File: src/rtl/c2c_master_ctrl.sv
// Chip-to-chip master handshake controller.
// Sends one byte to a slave board with a four-phase request/ack handshake,
// then lights a notice LED for ONE_SEC cycles. Any ack phase that takes
// longer than ACK_TIMEOUT cycles aborts the transfer and sets a sticky err.
//
// Handshake semantics (slave side):
//   request=1 : master has a byte ready and waits for ack to rise.
//   valid=1   : data_out is stable; the slave may sample it until it drops ack.
//   The master never changes data_out while busy=1; request, valid and
//   notice_led are mutually exclusive because each is owned by one state.
module c2c_master_ctrl #(
    parameter int ONE_SEC     = 100000000,
    parameter int ACK_TIMEOUT = 50000000
) (
    input  logic       clk,
    input  logic       rst_n,
    input  logic       send,
    input  logic [7:0] data_in,
    input  logic       ack,
    output logic       request,
    output logic [7:0] data_out,
    output logic       valid,
    output logic       notice_led,
    output logic       busy,
    output logic       err,
    output logic [1:0] dbg_state
);

    typedef enum logic [1:0] {
        IDLE     = 2'd0,
        WAIT_ACK = 2'd1,
        WAIT_REL = 2'd2,
        LED_HOLD = 2'd3
    } state_t;

    localparam logic [26:0] ONE_SEC_LAST = 27'(ONE_SEC - 1);
    localparam logic [26:0] ACK_TO_LAST  = 27'(ACK_TIMEOUT - 1);

    state_t      state_q, state_d;
    logic [26:0] cnt_q, cnt_d;
    logic        ack_meta_q, ack_meta_d;
    logic        ack_s_q, ack_s_d;
    logic        request_q, request_d;
    logic        valid_q, valid_d;
    logic        led_q, led_d;
    logic        err_q, err_d;
    logic [7:0]  data_q, data_d;

    // Next-state, counter and registered-output decode.
    always_comb begin
        ack_meta_d = ack;
        ack_s_d    = ack_meta_q;
        state_d    = state_q;
        cnt_d      = cnt_q;
        data_d     = data_q;
        err_d      = err_q;

        case (state_q)
            IDLE: begin
                if (send) begin
                    data_d  = data_in;
                    err_d   = 1'b0;
                    cnt_d   = '0;
                    state_d = WAIT_ACK;
                end
            end
            WAIT_ACK: begin
                // Exit is tested before timeout so it wins a same-cycle tie.
                if (ack_s_q) begin
                    cnt_d   = '0;
                    state_d = WAIT_REL;
                end else if (cnt_q == ACK_TO_LAST) begin
                    err_d   = 1'b1;
                    cnt_d   = '0;
                    state_d = IDLE;
                end else begin
                    cnt_d = cnt_q + 27'd1;
                end
            end
            WAIT_REL: begin
                if (!ack_s_q) begin
                    cnt_d   = '0;
                    state_d = LED_HOLD;
                end else if (cnt_q == ACK_TO_LAST) begin
                    err_d   = 1'b1;
                    cnt_d   = '0;
                    state_d = IDLE;
                end else begin
                    cnt_d = cnt_q + 27'd1;
                end
            end
            LED_HOLD: begin
                if (cnt_q == ONE_SEC_LAST) begin
                    cnt_d   = '0;
                    state_d = IDLE;
                end else begin
                    cnt_d = cnt_q + 27'd1;
                end
            end
            default: begin
                cnt_d   = '0;
                state_d = IDLE;
            end
        endcase

        // Each handshake output is owned by exactly one state, so they can
        // never overlap and always track the state that follows this edge.
        request_d = (state_d == WAIT_ACK);
        valid_d   = (state_d == WAIT_REL);
        led_d     = (state_d == LED_HOLD);
    end

    // State, counter, synchronizer and output registers with synchronous reset.
    always_ff @(posedge clk) begin
        if (!rst_n) begin
            state_q    <= IDLE;
            cnt_q      <= '0;
            ack_meta_q <= 1'b0;
            ack_s_q    <= 1'b0;
            request_q  <= 1'b0;
            valid_q    <= 1'b0;
            led_q      <= 1'b0;
            err_q      <= 1'b0;
            data_q     <= 8'h00;
        end else begin
            state_q    <= state_d;
            cnt_q      <= cnt_d;
            ack_meta_q <= ack_meta_d;
            ack_s_q    <= ack_s_d;
            request_q  <= request_d;
            valid_q    <= valid_d;
            led_q      <= led_d;
            err_q      <= err_d;
            data_q     <= data_d;
        end
    end

    assign request    = request_q;
    assign valid      = valid_q;
    assign notice_led = led_q;
    assign err        = err_q;
    assign data_out   = data_q;
    assign busy       = (state_q != IDLE);
    assign dbg_state  = state_q;

endmodule

File: config.mk
export PLATFORM = sky130hd
export DESIGN_NAME = c2c_master_ctrl
export DESIGN_NICKNAME = d
export VERILOG_FILES = /design/src/rtl/c2c_master_ctrl.sv
export SDC_FILE = /design/constraint.sdc
export NUM_CORES = 1
export LEC_CHECK = 0
export BUFFER_PORTS_ARGS = -buffer_cell sky130_fd_sc_hd__buf_2
export CAP_MARGIN = 25
export CORE_MARGIN = 4
export CORE_UTILIZATION = 45
export DETAILED_ROUTE_END_ITERATION = 8
export GPL_ROUTABILITY_DRIVEN = 0
export PLACE_DENSITY = 0.6
export RECOVER_POWER = 25
export SLEW_MARGIN = 30
export SYNTH_ARGS = -nofsm -noshare
export SYNTH_HDL_FRONTEND = slang
export SYNTH_SLANG_ARGS = --single-unit
File: constraint.sdc
create_clock -name clk -period 3.3 [get_ports clk]
set_input_delay 0.33 -clock clk [delete_from_list [all_inputs] [get_ports clk]]
set_output_delay 0.33 -clock clk [all_outputs]
set_load 0.01 [all_outputs]
Yosys cells after proc, flatten, opt, wreduce, memory -nomap -nowiden
Index checks and enable logic that the tools add are counted.
Widths: inputs -> output; s select.
- equality and inequality tests: 11
- reduce and logical (&&, ||, !) cells: 5
- add/sub/neg operators: 1
- muxes and demuxes: 17
- operators with widths (cell ; number):
    $mux 27 ; 5
    $pmux 27 s4 ; 1
    $add 27x1->27 const B ; 1
    $eq 27x26->1 const B ; 1
    $eq 27x27->1 const B ; 1
    $mux 2 ; 5
    $eq 2x2->1 const B ; 4
    $pmux 2 s4 ; 1
    $ne 2x2->1 const B ; 3
    $eq 2x1->1 const B ; 2
    $mux 1 ; 4
    $reduce_and 4->1 ; 1
    $pmux 1 s3 ; 1
    $reduce_bool 3->1 ; 1
    $logic_not 2->1 ; 1
    $reduce_and 2->1 ; 1
    $reduce_bool 2->1 ; 1
- register bits: 43
- word-level logic and storage cells: 43

Logic depth before layout (Yosys ltp)
- depth after elaboration: 5
- gate-level depth with buffers: 9
- mapped depth without buffers: 8

Least setup slack after synthesis
No wires, ideal clock.
- path type: register -> register
- start point: register cnt_q[16]
- end point: register cnt_q[0]
- setup slack: 1.095 ns
- data arrival time: 2.084 ns
- data required time: 3.179 ns
- clock period less this slack: 2.205 ns
- cell stages (with the launch flop): 7
- library setup time: 0.121 ns
- buffers on the path: 1
- cells stage by stage: dfxtp_1 > or4_1 > or4_4 > o31ai_4 > a21oi_2 > buf_2 > mux2_2
- word-level cells in the longest chain between the ends: 4
- elaborated cells on any way between the ends: 7
- classes of those cells: 2 x eq/ne; 5 x mux
- RTL lines (item ; line ; text):
    start: declaration ; 40 ; logic [26:0] cnt_q, cnt_d;
    start signal: assignment ; 127 ; cnt_q <= cnt_d;
    $eq 27x26->1 ; 72, 84 ;
    $mux 27 ; 72, 84 ;
    $mux 27, on equally long branches ; 81, 69 ;
    $pmux 27 s4 (*) ; 58 ; case (state_q)
Every way passes the cells marked *; elsewhere a longest branch is shown, timed or not.
A chain may end at the register's enable or synchronous reset.

Final worst setup path
- start point: register cnt_q[1]
- end point: register cnt_q[19]
- word-level cells in the longest chain between the ends: 4
- elaborated cells on any way between the ends: 8
- classes of those cells: 1 x add/sub; 2 x eq/ne; 5 x mux
- RTL lines (item ; line):
    $add 27x1->27 / $eq 27x26->1 (equally long branches) ; --
    $mux 27 ; 72, 84
    $mux 27, on equally long branches ; 81, 69
    $pmux 27 s4 (*) ; 58
Marks and branches as above.

==> metrics.md <==
| Metric | Value |
|---|---|
| Postcts setup bufs | `0` |
| CTS tree | `done` |
| H-Tree Depth | `2` |
| Clock transition at path regs | `0.09 ns` |
| Share of post-route cells with drive strength above 1 | `10.1%` |
| Antenna-violating nets left | `0` |
| Worst Hold Slack | `0.237 ns` |
| Slew at the pin with the worst max-slew slack | `0.686 ns` |
| Status | `complete, no violations` |
| Slowest library cell on the worst path | `o41ai_2` |
| Worst path cell trace | `ha_1 -> and3_1 -> nand3_1 -> o41ai_2 -> a21oi_2 -> buf_4 -> and3_1 -> a211o_1` |
| Startpoint types | `register` |
| Combinational share of power | `8.6%` |
| EDFF count, synth | `0` |
| Detailed-route via count | `1966` |
| Critical Path End Type | `register` |
| Register area share after synthesis | `39.3%` |
| Leak | `0.906 nW` |
| Pwr Density | `429 mW/mm²` |
| Post-Synthesis Cells | `278` |
| # hold bufs at CTS | `0` |
| Detail Placement HPWL | `3.35 mm` |
| Post-cts sizing count | `0` |
| GRT Total Usage | `16.7%` |
| Die extent in y | `77.7 µm` |
| Final Setup Violations | `0` |
| Die ar. | `0.00604 mm²` |
| Drt drc | `0` |
| Vias in the first global route | `1772` |
| #FFs+latches synth | `43` |
| Internal power | `808 µW` |
| Mapped Nets | `296` |
| FFs w/ async S/R, synth | `0%` |
| Final period util | `77.5%` |
| Area leader, netlist | `dfxtp_1` |
| Fin. max-slew vios | `0` |
| CTS Sinks | `43` |
| Starting DRT DRC Count | `138` |
| Final std cells w/o fill | `365` |
| Initial Util | `46.3%` |
| Post-Synthesis Cell Area | `0.00219 mm²` |
| Placement Rows | `25` |
| Crit Path Category | `register to register` |
| CP arrival | `2.74 ns` |
| Terminus of the critical flop-to-flop path | `cnt_q[19]` |
| Largest cells by area after synthesis | `dfxtp_1 (39%), nand2_1 (7.7%), a31oi_1 (4.9%), nand3_1 (4.6%), a21oi_1 (3.9%)` |
| Fin crit period | `2.56 ns` |
| Post-synth top area share | `39.3%` |
| Antenna diode count | `0` |
| Total grt overflow | `0` |
| Most used cell, CP | `and3_1` |
| Worst setup path startpoint | `cnt_q[1]` |
| R2R Path Start | `cnt_q[1]` |
| Switching pwr | `244 µW` |
| Placed Instances | `357` |
| Clk_lat worst skew | `0.30 ns` |
| Drt first pass iters | `4` |
| Unrepaired setup endpoints after global routing | `no` |
| Layout area overhead | `12.2%` |
| Vias/cell | `5.39` |
| WL/cell | `13.1 µm` |
| Nets | `315` |
| Slew Limit Headroom | `53.9%` |
| Ys Warns | `0` |
| Core footprint | `0.00472 mm²` |
| Post-Route WL | `4.78 mm` |
| Cell variety after synth | `45` |
| I/O pin cnt | `27` |
| Crit-path max FO | `44` |
| VDD IR max | `0.000186 V` |
| First-pass GRT wire length | `8.23 mm` |
| Chip Width | `77.7 µm` |
| CTS Buf Count | `5` |
| Max incr delay on CP | `0.54 ns` |
| Switching portion of total power | `23.2%` |
| Syn_area_per_cell | `7.87 µm²` |
| Sum Neg Setup Slack | `0 ns` |
| Sequential Power Share | `50.9%` |
| Root Buffer | `clkbuf_8` |
| F_max | `391 MHz` |
| WP data required | `3.48 ns` |
| Synth Flop Type | `dfxtp_1` |
| Clk buf depth | `2` |
| Initial antenna violation count | `0` |
| Max-cap violations | `0` |
| Largest net degree at the start of global routing | `45` |
| Slack of the worst reg-to-reg path | `0.74 ns` |
| Setup Skew | `0.00876 ns` |
| R2R cell count | `8` |
| Hold Path Class | `primary input to register` |
| Final Hold Viols | `0` |
| Worst setup path endpoint | `cnt_q[19]` |
| IO Port Bufs | `26` |
| Total power draw | `1.05 mW` |
| Clock Power Share | `40.5%` |
-- worst min-delay path by stage --
| stage | cells after the start | endpoint | start | slack [ns] |
|---|---|---|---|---|
| after floorplan | 1 | ack_s_q | ack_meta_q | 0.41 |
| after global placement | 1 | ack_s_q | ack_meta_q | 0.41 |
| after detailed placement | 1 | ack_s_q | ack_meta_q | 0.42 |
| after CTS | 2 | ack_meta_q | ack | 0.23 |
| after global routing | 2 | ack_meta_q | ack | 0.25 |
| final | 2 | ack_meta_q | ack | 0.24 |
-- registers in the layout (all words and copies together) (netlist names) --
signal and count:
data_out 8, valid 1, ack_meta_q 1, request 1, err 1, dbg_state 2, cnt_q 27, notice_led 1
ack_s_q 1
-- power by group through the flow --
stage | registers [mW] | clock network [mW] | logic (mW)
finish | 0.536 | 0.426 | 0.0904
CTS | 0.536 | 0.440 | 0.0939
global route | 0.538 | 0.458 | 0.103
floorplan | 0.552 | 0 | 0.0566
global placement | 0.548 | 0 | 0.0939
detailed placement | 0.548 | 0 | 0.0935
-- metal layers --
layer	global-route usage [%]	part of all wire, %	vias to the layer above
li1	-	-	1032
met1	23.7	51	892
met2	24.9	44	35
met3	2.90	3.5	7
met4	6.76	1.4	0
met5	0	0	-
-- cells in the final DEF, fill, tap and decap left out, types with 2 or more instances in the layout --
master and n:
a21boi_0 8, a21o_1 2, a21oi_1 17, a22o_1 2, a31oi_1 17, and2_1 7, and3_1 5, and4_1 2
buf_2 13, buf_4 2, clkbuf_1 13, clkbuf_8 6, dfxtp_1 43, ha_1 6, inv_1 8, nand2_1 45
nand2b_1 2, nand3_1 20, nand4_1 8, nand4b_1 2, nor2_1 17, nor2b_1 5, nor3_1 6, nor3b_1 2
nor4_1 2, o21a_1 2, o21ai_0 12, xnor2_1 2
-- kinds of logic after synthesis --
logic type      synth area share [%]
compound gates                  21.9
xor+xnor                       0.801
simple gates                    29.3
buf+inv                         4.23
flops                           39.3
fa+ha+maj                       3.43
mux                            0.972
-- synth_stat cells, types with 2 or more instances --
| cell | instances |
|---|---|
| buf_2 | 2 |
| nor3b_1 | 2 |
| nand2b_1 | 2 |
| and2_1 | 8 |
| clkbuf_1 | 14 |
| o21a_1 | 2 |
| a31oi_1 | 17 |
| a21boi_0 | 8 |
| nor2_1 | 17 |
| xnor2_1 | 2 |
| nor2b_1 | 5 |
| nand4_1 | 8 |
| nor3_1 | 6 |
| inv_1 | 8 |
| a21o_1 | 2 |
| nand2_1 | 45 |
| and4_1 | 2 |
| dfxtp_1 | 43 |
| ha_1 | 6 |
| nor4_1 | 2 |
| a22o_1 | 2 |
| o21ai_0 | 12 |
| and3_1 | 5 |
| a21oi_1 | 17 |
| nand3_1 | 20 |
| nand4b_1 | 2 |
-- critical path: cells and delay by family (launching register included) --
family / cells / cell delay [ns]
simple gates: 3 / 0.71
fa+ha+maj: 1 / 0.19
compound gates: 3 / 0.88
buf+inv: 1 / 0.28
flops: 1 / 0.38
-- per-stage QoR --
stage	worst slack, ns	util (%)	area (µm²)
after global routing	0.496	52.0	2460
after floorplan	1.10	-	2190
final	0.742	52.0	2460
after global placement	0.824	49.9	2350
after detailed placement	0.762	49.9	2350
after CTS	0.734	52.3	2470
-- final cells by class --
type / instances / area [µm²]
Sequential cell: 43 / 861
Inverter: 8 / 30.0
Clock inverter: 2 / 35.0
Timing Repair Buffer: 28 / 129
Tap cell: 67 / 83.8
Clock buffer: 6 / 82.6
Multi-Input combinational cell: 211 / 1230
Fill cell: 481 / 2270
(Power assumes the default switching activity.)
